[src/rtl/breakout_pkg.sv]
// Shared breakout constants and the ball state encoding.
package breakout_pkg;

   localparam int unsigned SCREEN_W = 640;
   localparam int unsigned SCREEN_H = 480;

   typedef enum logic [1:0] {
      StServe = 2'd0,
      StMove  = 2'd1,
      StLost  = 2'd2,
      StOver  = 2'd3
   } ball_state_t;

endpackage

[src/rtl/ball_motion.sv]
// Ball motion for breakout: serve, frame-stepped movement, wall/paddle/brick
// bounces, ball loss and life counting.
// Optional feature macro: BALL_SPEEDUP_EN (step grows by 1 every 8th paddle
// bounce, saturating at STEP+2, reset to STEP when the ball is lost).
module ball_motion
   import breakout_pkg::*;
#(
   parameter int unsigned H_SIZE   = 3,
   parameter int unsigned START_X  = 320,
   parameter int unsigned START_Y  = 400,
   parameter int unsigned PADDLE_Y = 440,
   parameter int unsigned PADDLE_W = 64,
   parameter int unsigned STEP     = 1
) (
   input  logic       clk,
   input  logic       reset,
   input  logic       frame_tick,
   input  logic       launch,
   input  logic       brick_hit,
   input  logic [9:0] paddle_x,
   output logic [9:0] ball_x,
   output logic [8:0] ball_y,
   output logic [1:0] lives,
   output logic       ball_lost,
   output logic       game_over
);

   // All geometry is compared at 11 bits so nothing wraps near 0.
   localparam logic [10:0] HS     = 11'(H_SIZE);
   localparam logic [10:0] XMax   = 11'(SCREEN_W - 1);
   localparam logic [10:0] YMax   = 11'(SCREEN_H - 1);
   localparam logic [10:0] PadY   = 11'(PADDLE_Y);
   localparam logic [10:0] PadWm1 = 11'(PADDLE_W - 1);
   localparam logic [9:0]  StartX = 10'(START_X);
   localparam logic [8:0]  StartY = 9'(START_Y);

   ball_state_t r_state, w_state_nxt;
   logic [9:0]  r_x, w_x_nxt;
   logic [8:0]  r_y, w_y_nxt;
   logic        r_dir_right, w_dir_right_nxt;
   logic        r_dir_down, w_dir_down_nxt;
   logic [1:0]  r_lives, w_lives_nxt;
   logic        r_lost, w_lost_nxt;
   logic        r_pend, w_pend_nxt;
   logic [10:0] w_x, w_y, w_pad_l, w_step;
   logic        w_top, w_pad, w_bottom, w_wall;

`ifdef BALL_SPEEDUP_EN
   localparam logic [3:0] StepMax = 4'(STEP + 2);
   logic [3:0] r_step, w_step_nxt;
   logic [2:0] r_bounce, w_bounce_nxt;
   assign w_step = {7'd0, r_step};
`else
   assign w_step = 11'(STEP);
`endif

   assign w_x     = {1'b0, r_x};
   assign w_y     = {2'b0, r_y};
   assign w_pad_l = {1'b0, paddle_x};

   // Collision terms, evaluated against the current direction
   assign w_top    = !r_dir_down && (w_y <= HS + w_step);
   assign w_pad    = r_dir_down && (w_y + HS >= PadY) &&
                     (w_x >= w_pad_l) && (w_x <= w_pad_l + PadWm1);
   assign w_bottom = r_dir_down && (w_y + HS >= YMax) && !w_pad;
   assign w_wall   = r_dir_right ? (w_x + HS + w_step >= XMax) : (w_x <= HS + w_step);

   // Next-state: FSM, direction resolution (top > paddle > brick), position step
   always_comb begin
      w_state_nxt     = r_state;
      w_x_nxt         = r_x;
      w_y_nxt         = r_y;
      w_dir_right_nxt = r_dir_right;
      w_dir_down_nxt  = r_dir_down;
      w_lives_nxt     = r_lives;
      w_lost_nxt      = 1'b0;
      w_pend_nxt      = 1'b0;
`ifdef BALL_SPEEDUP_EN
      w_step_nxt      = r_step;
      w_bounce_nxt    = r_bounce;
`endif
      unique case (r_state)
         StServe: begin
            if (frame_tick && launch) begin
               w_state_nxt     = StMove;
               w_dir_right_nxt = 1'b1;
               w_dir_down_nxt  = 1'b0;
            end
         end
         StMove: begin
            w_pend_nxt = r_pend | brick_hit;
            if (frame_tick) begin
               w_pend_nxt = 1'b0;
               if (w_bottom) begin
                  w_state_nxt = StLost;
                  w_lost_nxt  = 1'b1;
                  w_lives_nxt = r_lives - 2'd1;
`ifdef BALL_SPEEDUP_EN
                  w_step_nxt   = 4'(STEP);
                  w_bounce_nxt = 3'd0;
`endif
               end else begin
                  w_dir_right_nxt = r_dir_right ^ w_wall;
                  if (w_top) begin
                     w_dir_down_nxt = 1'b1;
                  end else if (w_pad) begin
                     w_dir_down_nxt = 1'b0;
                  end else if (r_pend || brick_hit) begin
                     w_dir_down_nxt = ~r_dir_down;
                  end
                  // Move along the resolved direction, clamped inside the screen
                  if (w_dir_right_nxt) begin
                     w_x_nxt = (w_x + w_step + HS <= XMax) ? 10'(w_x + w_step) : 10'(XMax - HS);
                  end else begin
                     w_x_nxt = (w_x >= HS + w_step) ? 10'(w_x - w_step) : 10'(HS);
                  end
                  if (w_dir_down_nxt) begin
                     w_y_nxt = 9'(w_y + w_step);
                  end else begin
                     w_y_nxt = (w_y >= HS + w_step) ? 9'(w_y - w_step) : 9'(HS);
                  end
`ifdef BALL_SPEEDUP_EN
                  if (w_pad) begin
                     w_bounce_nxt = r_bounce + 3'd1;
                     if ((r_bounce == 3'd7) && (r_step < StepMax)) begin
                        w_step_nxt = r_step + 4'd1;
                     end
                  end
`endif
               end
            end
         end
         StLost: begin
            if (frame_tick) begin
               if (r_lives != 2'd0) begin
                  w_state_nxt = StServe;
                  w_x_nxt     = StartX;
                  w_y_nxt     = StartY;
               end else begin
                  w_state_nxt = StOver;
               end
            end
         end
         StOver: begin
         end
         default: w_state_nxt = StServe;
      endcase
   end

   // State and datapath registers
   always_ff @(posedge clk or negedge reset) begin
      if (!reset) begin
         r_state     <= StServe;
         r_x         <= StartX;
         r_y         <= StartY;
         r_dir_right <= 1'b1;
         r_dir_down  <= 1'b0;
         r_lives     <= 2'd3;
         r_lost      <= 1'b0;
         r_pend      <= 1'b0;
`ifdef BALL_SPEEDUP_EN
         r_step      <= 4'(STEP);
         r_bounce    <= 3'd0;
`endif
      end else begin
         r_state     <= w_state_nxt;
         r_x         <= w_x_nxt;
         r_y         <= w_y_nxt;
         r_dir_right <= w_dir_right_nxt;
         r_dir_down  <= w_dir_down_nxt;
         r_lives     <= w_lives_nxt;
         r_lost      <= w_lost_nxt;
         r_pend      <= w_pend_nxt;
`ifdef BALL_SPEEDUP_EN
         r_step      <= w_step_nxt;
         r_bounce    <= w_bounce_nxt;
`endif
      end
   end

   assign ball_x    = r_x;
   assign ball_y    = r_y;
   assign lives     = r_lives;
   assign ball_lost = r_lost;
   assign game_over = (r_state == StOver);

endmodule

[config.mk]
export PLATFORM = sky130hd
export DESIGN_NAME = ball_motion
export DESIGN_NICKNAME = d
export VERILOG_FILES = /design/src/rtl/breakout_pkg.sv /design/src/rtl/ball_motion.sv
export SDC_FILE = /design/constraint.sdc
export NUM_CORES = 1
export LEC_CHECK = 0
export CAP_MARGIN = 20
export CORE_ASPECT_RATIO = 1.75
export CORE_MARGIN = 8
export CORE_UTILIZATION = 54
export CTS_BUF_LIST = sky130_fd_sc_hd__clkbuf_4
export DETAILED_ROUTE_END_ITERATION = 6
export PLACE_DENSITY = 0.8
export SLEW_MARGIN = 30
export SYNTH_ARGS = -nofsm -noshare
export SYNTH_HDL_FRONTEND = slang
export SYNTH_SLANG_ARGS = --single-unit
[constraint.sdc]
create_clock -name clk -period 2.7 [get_ports clk]
set_input_delay 0.54 -clock clk [delete_from_list [all_inputs] [get_ports clk]]
set_output_delay 0.54 -clock clk [all_outputs]
set_load 0.02 [all_outputs]
# Word level (Yosys, flattened, before mapping)
# Cells that the tools add are included.
# word_totals
register_bits,27
input_bits,15
output_inout_bits,23
elab_cells,100
# op_classes
add_sub_neg,10
n_lt_le_gt_ge,10
n_eq_ne,9
mux,41
n_bitwise,3
n_reduce_logical,19
# ops
op,count
$mux W10,7
$mux W9,6
$pmux W10 S2,1
$mux W1,18
$pmux W9 S2,1
$ne A2 B2 Y1 const B,6
$add A10 B1 Y11 const B,1
$add A10 B2 Y11 const B,1
$add A10 B6 Y11 const B,1
$add A11 B1 Y11 const B,1
$add A11 B2 Y11 const B,1
$ge A11 B10 Y1 const B,1
$ge A11 B9 Y1 const B,1
$le A10 B11 Y1,1
$le A11 B10 Y1 const B,1
$add A9 B2 Y10 const B,1
$ge A10 B10 Y1,1
$ge A10 B3 Y1 const B,1
$ge A10 B9 Y1 const B,1
$le A10 B3 Y1 const B,1
$mux W2,5
$reduce_and A5 Y1,2
$sub A10 B1 Y10 const B,1
$add A9 B1 Y9 const B,1
19 further kinds,30

# Depth between registers and ports, before layout
# Gate-level depths: netlist (run 1).
# logic_depth
depth_word,14
mapped_depth,16
mapped_depth_nobuf,14

# Worst setup path before layout (run 1)
# No wires, ideal clock.
# synth_timing
path_kind,input-to-reg
startpoint,in paddle_x[0]
endpoint,"reg r_y[2], in the netlist ball_y[2]"
setup_time_ns,0.125
t_arrival_ns,3.218
required_time_ns,2.575
path_slack_ns,-0.643
cell_stages,14
path_buffers,1
path_cell_list,inv_1 > ha_1 > nand4_1 > xnor2_1 > ha_1 > a21o_1 > a21o_1 > a221oi_1 > o211ai_1 > or3_1 > a21bo_1 > buf_2 > a31o_1 > mux2_2
# synth_between
elab_chain_cells,12
word_cells_on_any_way,18
cone_classes,add/sub (1); order compare (2); eq/ne (1); mux (9); reduce/logical (5)
# synth_lines
item,line_no,text
"start, declared",ball_motion.sv:20,"input logic [9:0] paddle_x,"
$add A10 B6 Y11 or $ge A10 B10 Y1 (tied branches),ball_motion.sv:64,(w_x >= w_pad_l) && (w_x <= w_pad_l + PadWm1);
$le A10 B11 Y1 or $logic_and A1 B1 Y1 (tied branches),"ball_motion.sv:64, ball_motion.sv:63",
$logic_and A1 B1 Y1 (*),ball_motion.sv:64,
$mux W1,ball_motion.sv:106,end else if (w_pad) begin
$mux W1,ball_motion.sv:104,if (w_top) begin
$mux W1,ball_motion.sv:94,if (w_bottom) begin
$mux W1,ball_motion.sv:92,if (frame_tick) begin
$mux W1,ball_motion.sv:82,unique case (r_state)
$mux W9,ball_motion.sv:117,if (w_dir_down_nxt) begin
$mux W9,ball_motion.sv:94,
$mux W9,ball_motion.sv:92,
$pmux W9 S2,ball_motion.sv:82,
"end signal, assigned",ball_motion.sv:155,r_y <= StartY;
"end signal, assigned",ball_motion.sv:168,r_y <= w_y_nxt;
"end, declared",ball_motion.sv:39,"logic [8:0] r_y, w_y_nxt;"
# Every way passes the cells marked *; elsewhere a longest branch is shown, timed or not. The select of a mux whose other input is x is not followed.
# A chain may end at the register's enable or synchronous reset.

# Worst setup path in the final report (run 1)
# layout_timing
startpoint,in paddle_x[2]
endpoint,"reg r_y[5], in the netlist ball_y[5]"
# Same word-level chain as after synthesis.

==> impl_metrics.toml, run 1 <==
[clocking]
root_buffer = "clkbuf_4"
cts.clk_slew.worst_paths_ps = 150
htreeDepth = 1
clockBufferDepth = 2
clock_latency_ps = 340
cts_hold_buf = 0
cts_sinks = 27
cts_tree = "built"
cts_made_buffers = 3

[yosys]
synth_area_per_cell_um2 = 7.81
synth-main-ff-cell = "dfrtp_1"
synth_area_um2 = 3510
synthDistinctLibCells = 74
ys_async_sr_fraction_pct = 100
synth_edf_count = 0
syn_nets = 503
yosysWarnings = 0
syn_inst = 449
ys_ff_latch = 27
yosysSeqAreaShare_pct = 19.6

[global_route]
grt_max_degree = 28
grt_pass1_wl_mm = 21.6
grt_pass1_vias = 4471
track_usage_pct = 28.0
antenna_found_initial = 0
grt_remaining_overflow = 0

[setup_path]
path_max_fanout = 12
crit_path_end_kind = "flop"
cp-start-kind = "primary input"
crit_type = "in -> reg"
worstPathRequired_ps = 2940
r2r_cells = 12
r2r_end = "ball_y[5]$_DFFE_PN0P_"
r2r-start = "ball_x[0]$_DFFE_PN0P_"
arrival_ps = 3380
reg2reg_slack_ps = -400

[power]
netSwitchingPower_mw = 3.06
p_clk_share_pct = 3.2
ir_worst_vdd_uv = 874
pwr_density_cell_nw_per_um2 = 1180
internal_power_mw = 3.07
swShare_pct = 49.9
pwr-share-comb_pct = 83.2
pwr-share-seq_pct = 13.6
p_leak_nw = 2.35

[cells_and_area]
fin_util_pct = 81.5
area_growth_pct = 48.5
drive_gt1_share_pct = 35.2
final-instance-count-excl-fill = 682
nNetsFinal = 655
diodes = 0
fin_area_um2 = 5210
fill_cells = 402

[floorplan]
num_io_pins = 38
fp.dieH_um = 123
dieArea_um2 = 9430
rows = 39
start_util_pct = 54.8
core_um2 = 6390
die_x_um = 76.9

[timing]
fin_crit_ps = 3140
drv_slew = 0
period_share_pct = 116
max_freq_mhz = 319
tns_ps = -8320
hold_viol = 0
slew-limit-headroom_pct = 55.2
fin_ws_ps = -437
finalSetupViolations = 26
clock_skew_ps = 6.43
rsz0062_at_grt = "yes"
holdWs_ps = 515
tightest_slew_ps = 667

[outcome]
status = "finished, violations left"
violations = "negative setup slack"

[placement]
dp_cells = 660
placed_area_um2 = 4830
place_congestion = 1.04
dpl.hpwl_mm = 9.81
numPortBuffers = 37

[route]
drt_iter0_markers = 356
routed_wl_mm = 13.9
drc_errors = 0
vias = 4321
wl_per_cell_um = 20.3
viasPerCell = 6.34
ant_nets = 0
first_pass_iters = 5

[run]
cap_violations = 0

[min_path]
min_from = "lives[1]$_DFFE_PN1P_"
hp-class = "reg -> reg"
whs_endpoint = "lives[1]$_DFFE_PN1P_"
hold_depth = 2
critical path: stages:
cell	delay (ps)
buf_2	140
nor3_4	210
nand4_1	200
nand2_1	170
xnor2_2	100
ha_1	320
nand4_1	150
nor3_2	220
a311o_1	160
o211ai_1	100
or3_4	390
a21boi_2	200
buf_12	160
o31ai_1	70
a22o_1	240
final cells by class:
cell class,count,area (um^2),share of cell area [%]
clock buffer,4,30.0,0.577
inverter,30,130,2.50
multi-input combinational,362,2790,53.6
sequential,27,687,13.2
timing repair buffer,177,1470,28.1
tap,82,103,1.97
power by group through the flow:
stage	Combinational, mW	Clock (mW)	Sequential [mW]
3_3_place_gp	4.38	0	0.810
4_1_cts	4.81	0.191	0.808
3_5_place_dp	4.51	0	0.814
2_1_floorplan	2.47	0	0.884
6_report	5.09	0.198	0.833
5_1_grt	5.45	0.207	0.845
flip-flops by register name (all words and copies together), names as in the netlist:
| signal | flops |
|---|---|
| lives | 2 |
| ball_lost | 1 |
| r_dir_right | 1 |
| r_pend | 1 |
| ball_y | 9 |
| r_dir_down | 1 |
| r_state | 2 |
| ball_x | 10 |
what timing repair did:
item | CTS | global route
endpoints found under the setup margin | 26 | 26
gates resized for setup | 68 | 21
setup buffers | 19 | 1
pin swaps | 35 | 13
synthesized netlist by cell type, types with 7 or more instances:
master,instances,area [um^2]
xor2_1,12,105
nand4_1,10,62.6
ha_1,39,488
nor2_1,26,97.6
a21oi_1,23,115
xnor2_1,13,114
nand2b_1,8,50.1
o21ai_0,22,110
buf_2,7,35.0
nand2_1,38,143
inv_1,30,113
dfstp_2,8,210
nor3_1,19,95.1
clkbuf_1,21,78.8
nand3_1,18,90.1
dfrtp_1,19,475
stage by stage:
step,setup slack (ps),power [mW]
after floorplan,-528,3.36
after global placement,-1190,5.19
after detailed placement,-1280,5.32
after CTS,-324,5.81
after global routing,-577,6.50
final,-437,6.12
how the worst max path moves through the flow:
stage	start	endpoint	slack [ps]	cells past startpoint
after floorplan	paddle_x[1]	ball_y[2]$_DFFE_PN0P_	-530	14
after global placement	paddle_x[1]	ball_y[2]$_DFFE_PN0P_	-1190	14
after detailed placement	paddle_x[1]	ball_x[4]$_DFFE_PN0P_	-1280	15
after CTS	paddle_x[0]	ball_y[2]$_DFFE_PN0P_	-320	14
after global routing	paddle_x[4]	ball_y[2]$_DFFE_PN0P_	-580	15
final	paddle_x[2]	ball_y[5]$_DFFE_PN0P_	-440	15
cell families (layout without fill, tap and decap cells):
logic type      Yosys count  in the layout  synth area share, %
xor+xnor                 25             25                 6.25
flops                    27             27                 19.6
mux                      10             10                 3.14
compound gates          134            134                 27.7
buf+inv                  60            211                 7.00
simple gates            154            154                 22.4
fa+ha+maj                39             39                 13.9
routing by layer:
layer,vias to the layer above,GRT usage (%),wire length [um]
met5,-,0,0
met4,0,22.4,999
li1,1975,-,-
met1,2071,26.7,4790
met2,206,53.2,7480
met3,69,3.01,609
cell usage in the layout, fill, tap and decap left out, types with 5 or more instances in the layout:
| master | instances |
|---|---|
| a21oi_2 | 5 |
| mux2i_1 | 5 |
| o211ai_1 | 6 |
| nand3_1 | 17 |
| ha_1 | 37 |
| buf_6 | 8 |
| nand2b_1 | 7 |
| o22ai_1 | 5 |
| buf_4 | 131 |
| o21ai_0 | 14 |
| xnor2_1 | 10 |
| dfstp_2 | 8 |
| nand4_1 | 10 |
| clkdlybuf4s50_1 | 28 |
| nor2_1 | 24 |
| a22oi_1 | 5 |
| nor3_1 | 15 |
| and3_1 | 5 |
| a21oi_1 | 19 |
| o21ai_1 | 11 |
| nand2_1 | 35 |
| inv_2 | 5 |
| or3_1 | 5 |
| inv_1 | 23 |
| xor2_1 | 12 |
| dfrtp_1 | 18 |
(Power assumes the default switching activity.)
==> run 2: changes to the inputs <==
--- a/config.mk
+++ b/config.mk
@@ -8,10 +8,12 @@
 export CAP_MARGIN = 20
 export CORE_ASPECT_RATIO = 1.75
 export CORE_MARGIN = 8
-export CORE_UTILIZATION = 54
+export CORE_UTILIZATION = 60
 export CTS_BUF_LIST = sky130_fd_sc_hd__clkbuf_4
 export DETAILED_ROUTE_END_ITERATION = 6
-export PLACE_DENSITY = 0.8
+export GPL_TIMING_DRIVEN = 0
+export PLACE_DENSITY = 0.84
+export SKIP_LAST_GASP = 1
 export SLEW_MARGIN = 30
 export SYNTH_ARGS = -nofsm -noshare
 export SYNTH_HDL_FRONTEND = slang
==> constraint.sdc (replaced) <==
create_clock -name clk -period 3.6 [get_ports clk]
set_input_delay 0.72 -clock clk [delete_from_list [all_inputs] [get_ports clk]]
set_output_delay 0.72 -clock clk [all_outputs]
set_load 0.02 [all_outputs]
==> run 2 against run 1 <==
Compared with the run above: the flow now finishes without violations; routed wire length fell by 16%; clock-buffer cell count unchanged; clock power is 27% lower; clock skew is 7.2 ps higher; critical endpoint is now ball_y[8]$_DFFE_PN1P_; register-to-register slack improved by 600 ps; setup slack better by 540 ps; final cell count shrank 13%.
==> impl_metrics.toml, run 2 (synthesis results as in run 1) <==
[outcome]
status = "finished clean"

[power]
ir_worst_vdd_uv = 458
pwr_density_cell_nw_per_um2 = 877
p_leak_nw = 1.83
total_power_mw = 3.78

[clocking]
cts_sinks = 27
cts_tree = "built"
clock_latency_ps = 340
cts_made_buffers = 3
root_buffer = "clkbuf_4"
clockBufferDepth = 2
htreeDepth = 1
cts.clk_slew.worst_paths_ps = 150

[cells_and_area]
nNetsFinal = 569
final-instance-count-excl-fill = 592
fin_util_pct = 74.5
diodes = 0
area_growth_pct = 22.9
largest_reg_flops = 10
drive_gt1_share_pct = 16.7
final_cell_mix = "nand2_1, ha_1, clkdlybuf4s50_1"

[setup_path]
path_max_fanout = 7
cp-start-kind = "primary input"
crit_path_end_kind = "flop"
worstPathRequired_ps = 3860
arrival_ps = 3760
crit_type = "in -> reg"

[route]
drt_iter0_markers = 273
viasPerCell = 6.50
ant_nets = 0
routed_wl_mm = 11.7
vias = 3849
first_pass_iters = 5
drc_errors = 0
wl_per_cell_um = 19.7

[placement]
numPortBuffers = 36
place_congestion = 1.00
dpl.hpwl_mm = 8.69
pre_cts_ws_ps = -1010
dp_cells = 563

[floorplan]
start_util_pct = 60.6
die_x_um = 73.8
num_io_pins = 38
dieArea_um2 = 8640
rows = 37
core_um2 = 5790
fp.dieH_um = 117

[timing]
tightest_slew_ps = 873
fin_crit_ps = 3500
finalSetupViolations = 0
hold_viol = 0
holdWs_ps = 383
max_freq_mhz = 286
fin_ws_ps = 104
drv_slew = 0
slew-limit-headroom_pct = 41.2
clock_skew_ps = 13.6
period_share_pct = 97.1

[global_route]
grt_max_degree = 28
track_usage_pct = 27.8
antenna_found_initial = 0
grt_pass1_wl_mm = 18.9
grt_pass1_vias = 3900
grt_remaining_overflow = 0

[run]
cap_violations = 0

[min_path]
hp-class = "in -> async"
-- run 2: worst paths after layout --
path	start	endpoint	depth (start not counted)	slack, ps
setup / recovery	paddle_x[0]	ball_y[8]$_DFFE_PN1P_	16	100
hold / removal	reset	ball_x[9]$_DFFE_PN0P_	1	380
setup reg to reg	ball_y[1]$_DFFE_PN0P_	ball_y[3]$_DFFE_PN0P_	12	200
hold reg to reg	lives[1]$_DFFE_PN1P_	lives[1]$_DFFE_PN1P_	2	520
max in group asynchronous	reset	ball_x[1]$_DFFE_PN0P_	1	2780
min in group clk	lives[1]$_DFFE_PN1P_	lives[1]$_DFFE_PN1P_	2	520
-- run 2: final cells by class --
class / instances / area [um^2]
inverters: 30 / 113
clock buffers: 4 / 30.0
well taps: 78 / 97.6
plain buffers: 29 / 141
multi-input cells: 362 / 2710
repair buffers: 62 / 534
fillers: 455 / 1480
flip-flops and latches: 27 / 687
-- run 2: power by group --
part | leakage [nW] | internal [mW] | switching (mW)
sequential | 0.310 | 0.430 | 0.189
combinational | 1.50 | 1.25 | 1.77
clock | 0.0184 | 0.0511 | 0.0935
-- run 2: routing by layer --
metal | vias up | GRT usage, % | wire length (um) | part of all wire, %
met5 | - | 0 | 0 | 0
met4 | 0 | 19.3 | 742 | 6.4
met3 | 55 | 2.30 | 478 | 4.1
met2 | 171 | 52.6 | 6250 | 54
met1 | 1826 | 27.3 | 4190 | 36
li1 | 1797 | - | - | -
-- run 2: repair_timing --
item                                    4_1_cts  5_1_grt
setup buffers                                16       11
resized for setup                            36       15
endpoints found under the setup margin       26       21
hold buffers                                  0        0
pin swaps                                    13       18
-- run 2: worst max-delay path: stages --
cell and delay [ps]:
buf_2 140, inv_2 60, ha_4 170, nand4_1 160, nand3_1 130, xnor2_1 150
ha_1 310, nand4_1 160, nor3_2 70, a311o_1 350, buf_4 160, o22ai_4 190
o21ai_4 120, nand2b_4 190, or4_4 420, o211ai_1 240
-- run 2: per-stage QoR --
stage,cell area [um^2],setup TNS [ps]
after floorplan,3510,0
after global placement,3960,-20030
after detailed placement,3960,-20310
after CTS,4210,0
after global routing,4310,-1.51
final,4310,0
==> run 3: changes to the inputs <==
--- a/config.mk
+++ b/config.mk
@@ -8,11 +8,12 @@
 export CAP_MARGIN = 20
 export CORE_ASPECT_RATIO = 1.75
 export CORE_MARGIN = 8
-export CORE_UTILIZATION = 60
+export CORE_UTILIZATION = 61
 export CTS_BUF_LIST = sky130_fd_sc_hd__clkbuf_4
 export DETAILED_ROUTE_END_ITERATION = 6
 export GPL_TIMING_DRIVEN = 0
-export PLACE_DENSITY = 0.84
+export PLACE_DENSITY = 0.85
+export REMOVE_ABC_BUFFERS = 1
 export SKIP_LAST_GASP = 1
 export SLEW_MARGIN = 30
 export SYNTH_ARGS = -nofsm -noshare
==> constraint.sdc (replaced) <==
create_clock -name clk -period 4.2 [get_ports clk]
set_input_delay 0.84 -clock clk [delete_from_list [all_inputs] [get_ports clk]]
set_output_delay 0.84 -clock clk [all_outputs]
set_load 0.02 [all_outputs]
==> run 3 against run 2 <==
Compared with the run above: design area fell by 6.2%; register-to-register slack improved by 430 ps; global-route usage shrank 3.8 points; critical path type unchanged; critical endpoint is now ball_y[5]$_DFFE_PN0P_; largest power group unchanged; highest routed layer unchanged.
==> impl_metrics.toml, run 3 (synthesis results as in run 1) <==
[outcome]
status = "finished clean"

[floorplan]
core_um2 = 5540
num_io_pins = 38
dieArea_um2 = 8520
rows = 36
start_util_pct = 63.3
die_x_um = 73.3
fp.dieH_um = 116

[placement]
place_congestion = 0.926
numPortBuffers = 37
dpl.hpwl_mm = 7.39
dp_cells = 532

[power]
total_power_mw = 3.03
p_leak_nw = 1.69
ir_worst_vdd_uv = 517
pwr_density_cell_nw_per_um2 = 750

[timing]
max_freq_mhz = 246
fin_crit_ps = 4070
drv_slew = 0
tightest_slew_ps = 888
period_share_pct = 96.8
holdWs_ps = 476
clock_skew_ps = 1.43
slew-limit-headroom_pct = 40.8
finalSetupViolations = 0
hold_viol = 0

[route]
drc_errors = 0
first_pass_iters = 5
drt_iter0_markers = 331
wl_per_cell_um = 18.7
routed_wl_mm = 10.3
ant_nets = 0
viasPerCell = 6.69
vias = 3673

[global_route]
track_usage_pct = 24.0
antenna_found_initial = 0
grt_pass1_wl_mm = 16.6
grt_pass1_vias = 3633
grt_remaining_overflow = 0
grt_max_degree = 28

[setup_path]
path_max_fanout = 8
crit_type = "in -> reg"
cp-start-kind = "primary input"
r2r_cells = 9
crit_path_end_kind = "flop"
worstPathRequired_ps = 4520
arrival_ps = 4380

[clocking]
root_buffer = "clkbuf_4"
clock_latency_ps = 360
cts.clk_slew.worst_paths_ps = 170
htreeDepth = 1
cts_tree = "built"
clockBufferDepth = 2
cts_sinks = 27
cts_made_buffers = 3
cts_hold_buf = 0

[cells_and_area]
drive_gt1_share_pct = 10.1
multi_input_comb_area_um2 = 2650
fill_cells = 464
fin_util_pct = 72.9
area_growth_pct = 15.2
final-instance-count-excl-fill = 549
diodes = 0
largest_reg_flops = 10
nNetsFinal = 528
final_cell_mix = "ha_1, nand2_1, clkdlybuf4s50_1"
final_common_cell = "ha_1"
seq_area_um2 = 686

[run]
cap_violations = 0

[min_path]
hp-class = "in -> async"
-- run 3: cell count changes in the layout (fill, tap and decap cells not counted), sizes merged --
cell,change
buf,-23
dlygate4sd2,-3
clkinvlp,+1
clkdlybuf4s50,+7
clkbuf,-23
-- run 3: final timing paths --
check / startpoint / slack (ps) / endpoint
max: paddle_x[2] / 130 / ball_y[5]$_DFFE_PN0P_
min: reset / 480 / r_pend$_DFF_PN0_
max reg2reg: ball_x[1]$_DFFE_PN0P_ / 630 / ball_x[9]$_DFFE_PN0P_
min reg2reg: lives[1]$_DFFE_PN1P_ / 530 / lives[1]$_DFFE_PN1P_
max in group asynchronous: reset / 3310 / ball_x[1]$_DFFE_PN0P_
min in group clk: lives[1]$_DFFE_PN1P_ / 530 / lives[1]$_DFFE_PN1P_
-- run 3: metal layers --
| layer | vias to the layer above | share of wire [%] | wire length [um] | GRT usage [%] |
|---|---|---|---|---|
| met3 | 38 | 5.8 | 600 | 2.92 |
| met4 | 0 | 4.0 | 413 | 14.2 |
| met2 | 173 | 53 | 5440 | 44.6 |
| met1 | 1744 | 37 | 3830 | 24.7 |
| li1 | 1718 | - | - | - |
| met5 | - | 0 | 0 | 0 |
-- run 3: per-stage QoR --
stage          setup TNS, ps  worst slack [ps]  instance area, um^2
2_1_floorplan              0               512                 3370
3_3_place_gp           -8930              -613                 3840
3_5_place_dp          -10500              -688                 3830
4_1_cts                -38.0             -26.0                 3900
5_1_grt                -8.61             -8.61                 4040
6_report                   0               134                 4040
-- run 3: area by class of cell --
class | count | area share, %
clock inverters | 1 | 0.186
flip-flops and latches | 27 | 17.0
multi-input cells | 362 | 65.6
inverters | 30 | 2.79
well taps | 76 | 2.35
clock buffers | 3 | 0.557
repair buffers | 50 | 11.5
-- run 3: critical path, stage by stage --
cell and delay (ps):
clkdlybuf4s50_1 510, nor3_2 340, nand4_1 210, nand2_1 130
xnor2_1 120, ha_1 260, nand4_1 190, nor3_1 90
a311o_1 380, o22ai_4 180, o21ai_4 130, buf_4 190
or4_1 470, a31oi_1 180, a22o_1 150
-- run 3: power by group --
group	internal, mW	total, mW	switching, mW
Combinational	0.973	2.20	1.23
Clock	0.0367	0.134	0.0972
Sequential	0.365	0.696	0.331
Total	1.37	3.03	1.65
-- run 3: repair_timing --
action	CTS	global route
buffers inserted	0	13
endpoints found under the setup margin	17	11
gates resized for setup	7	8
gates cloned	0	0
pin swaps	0	5
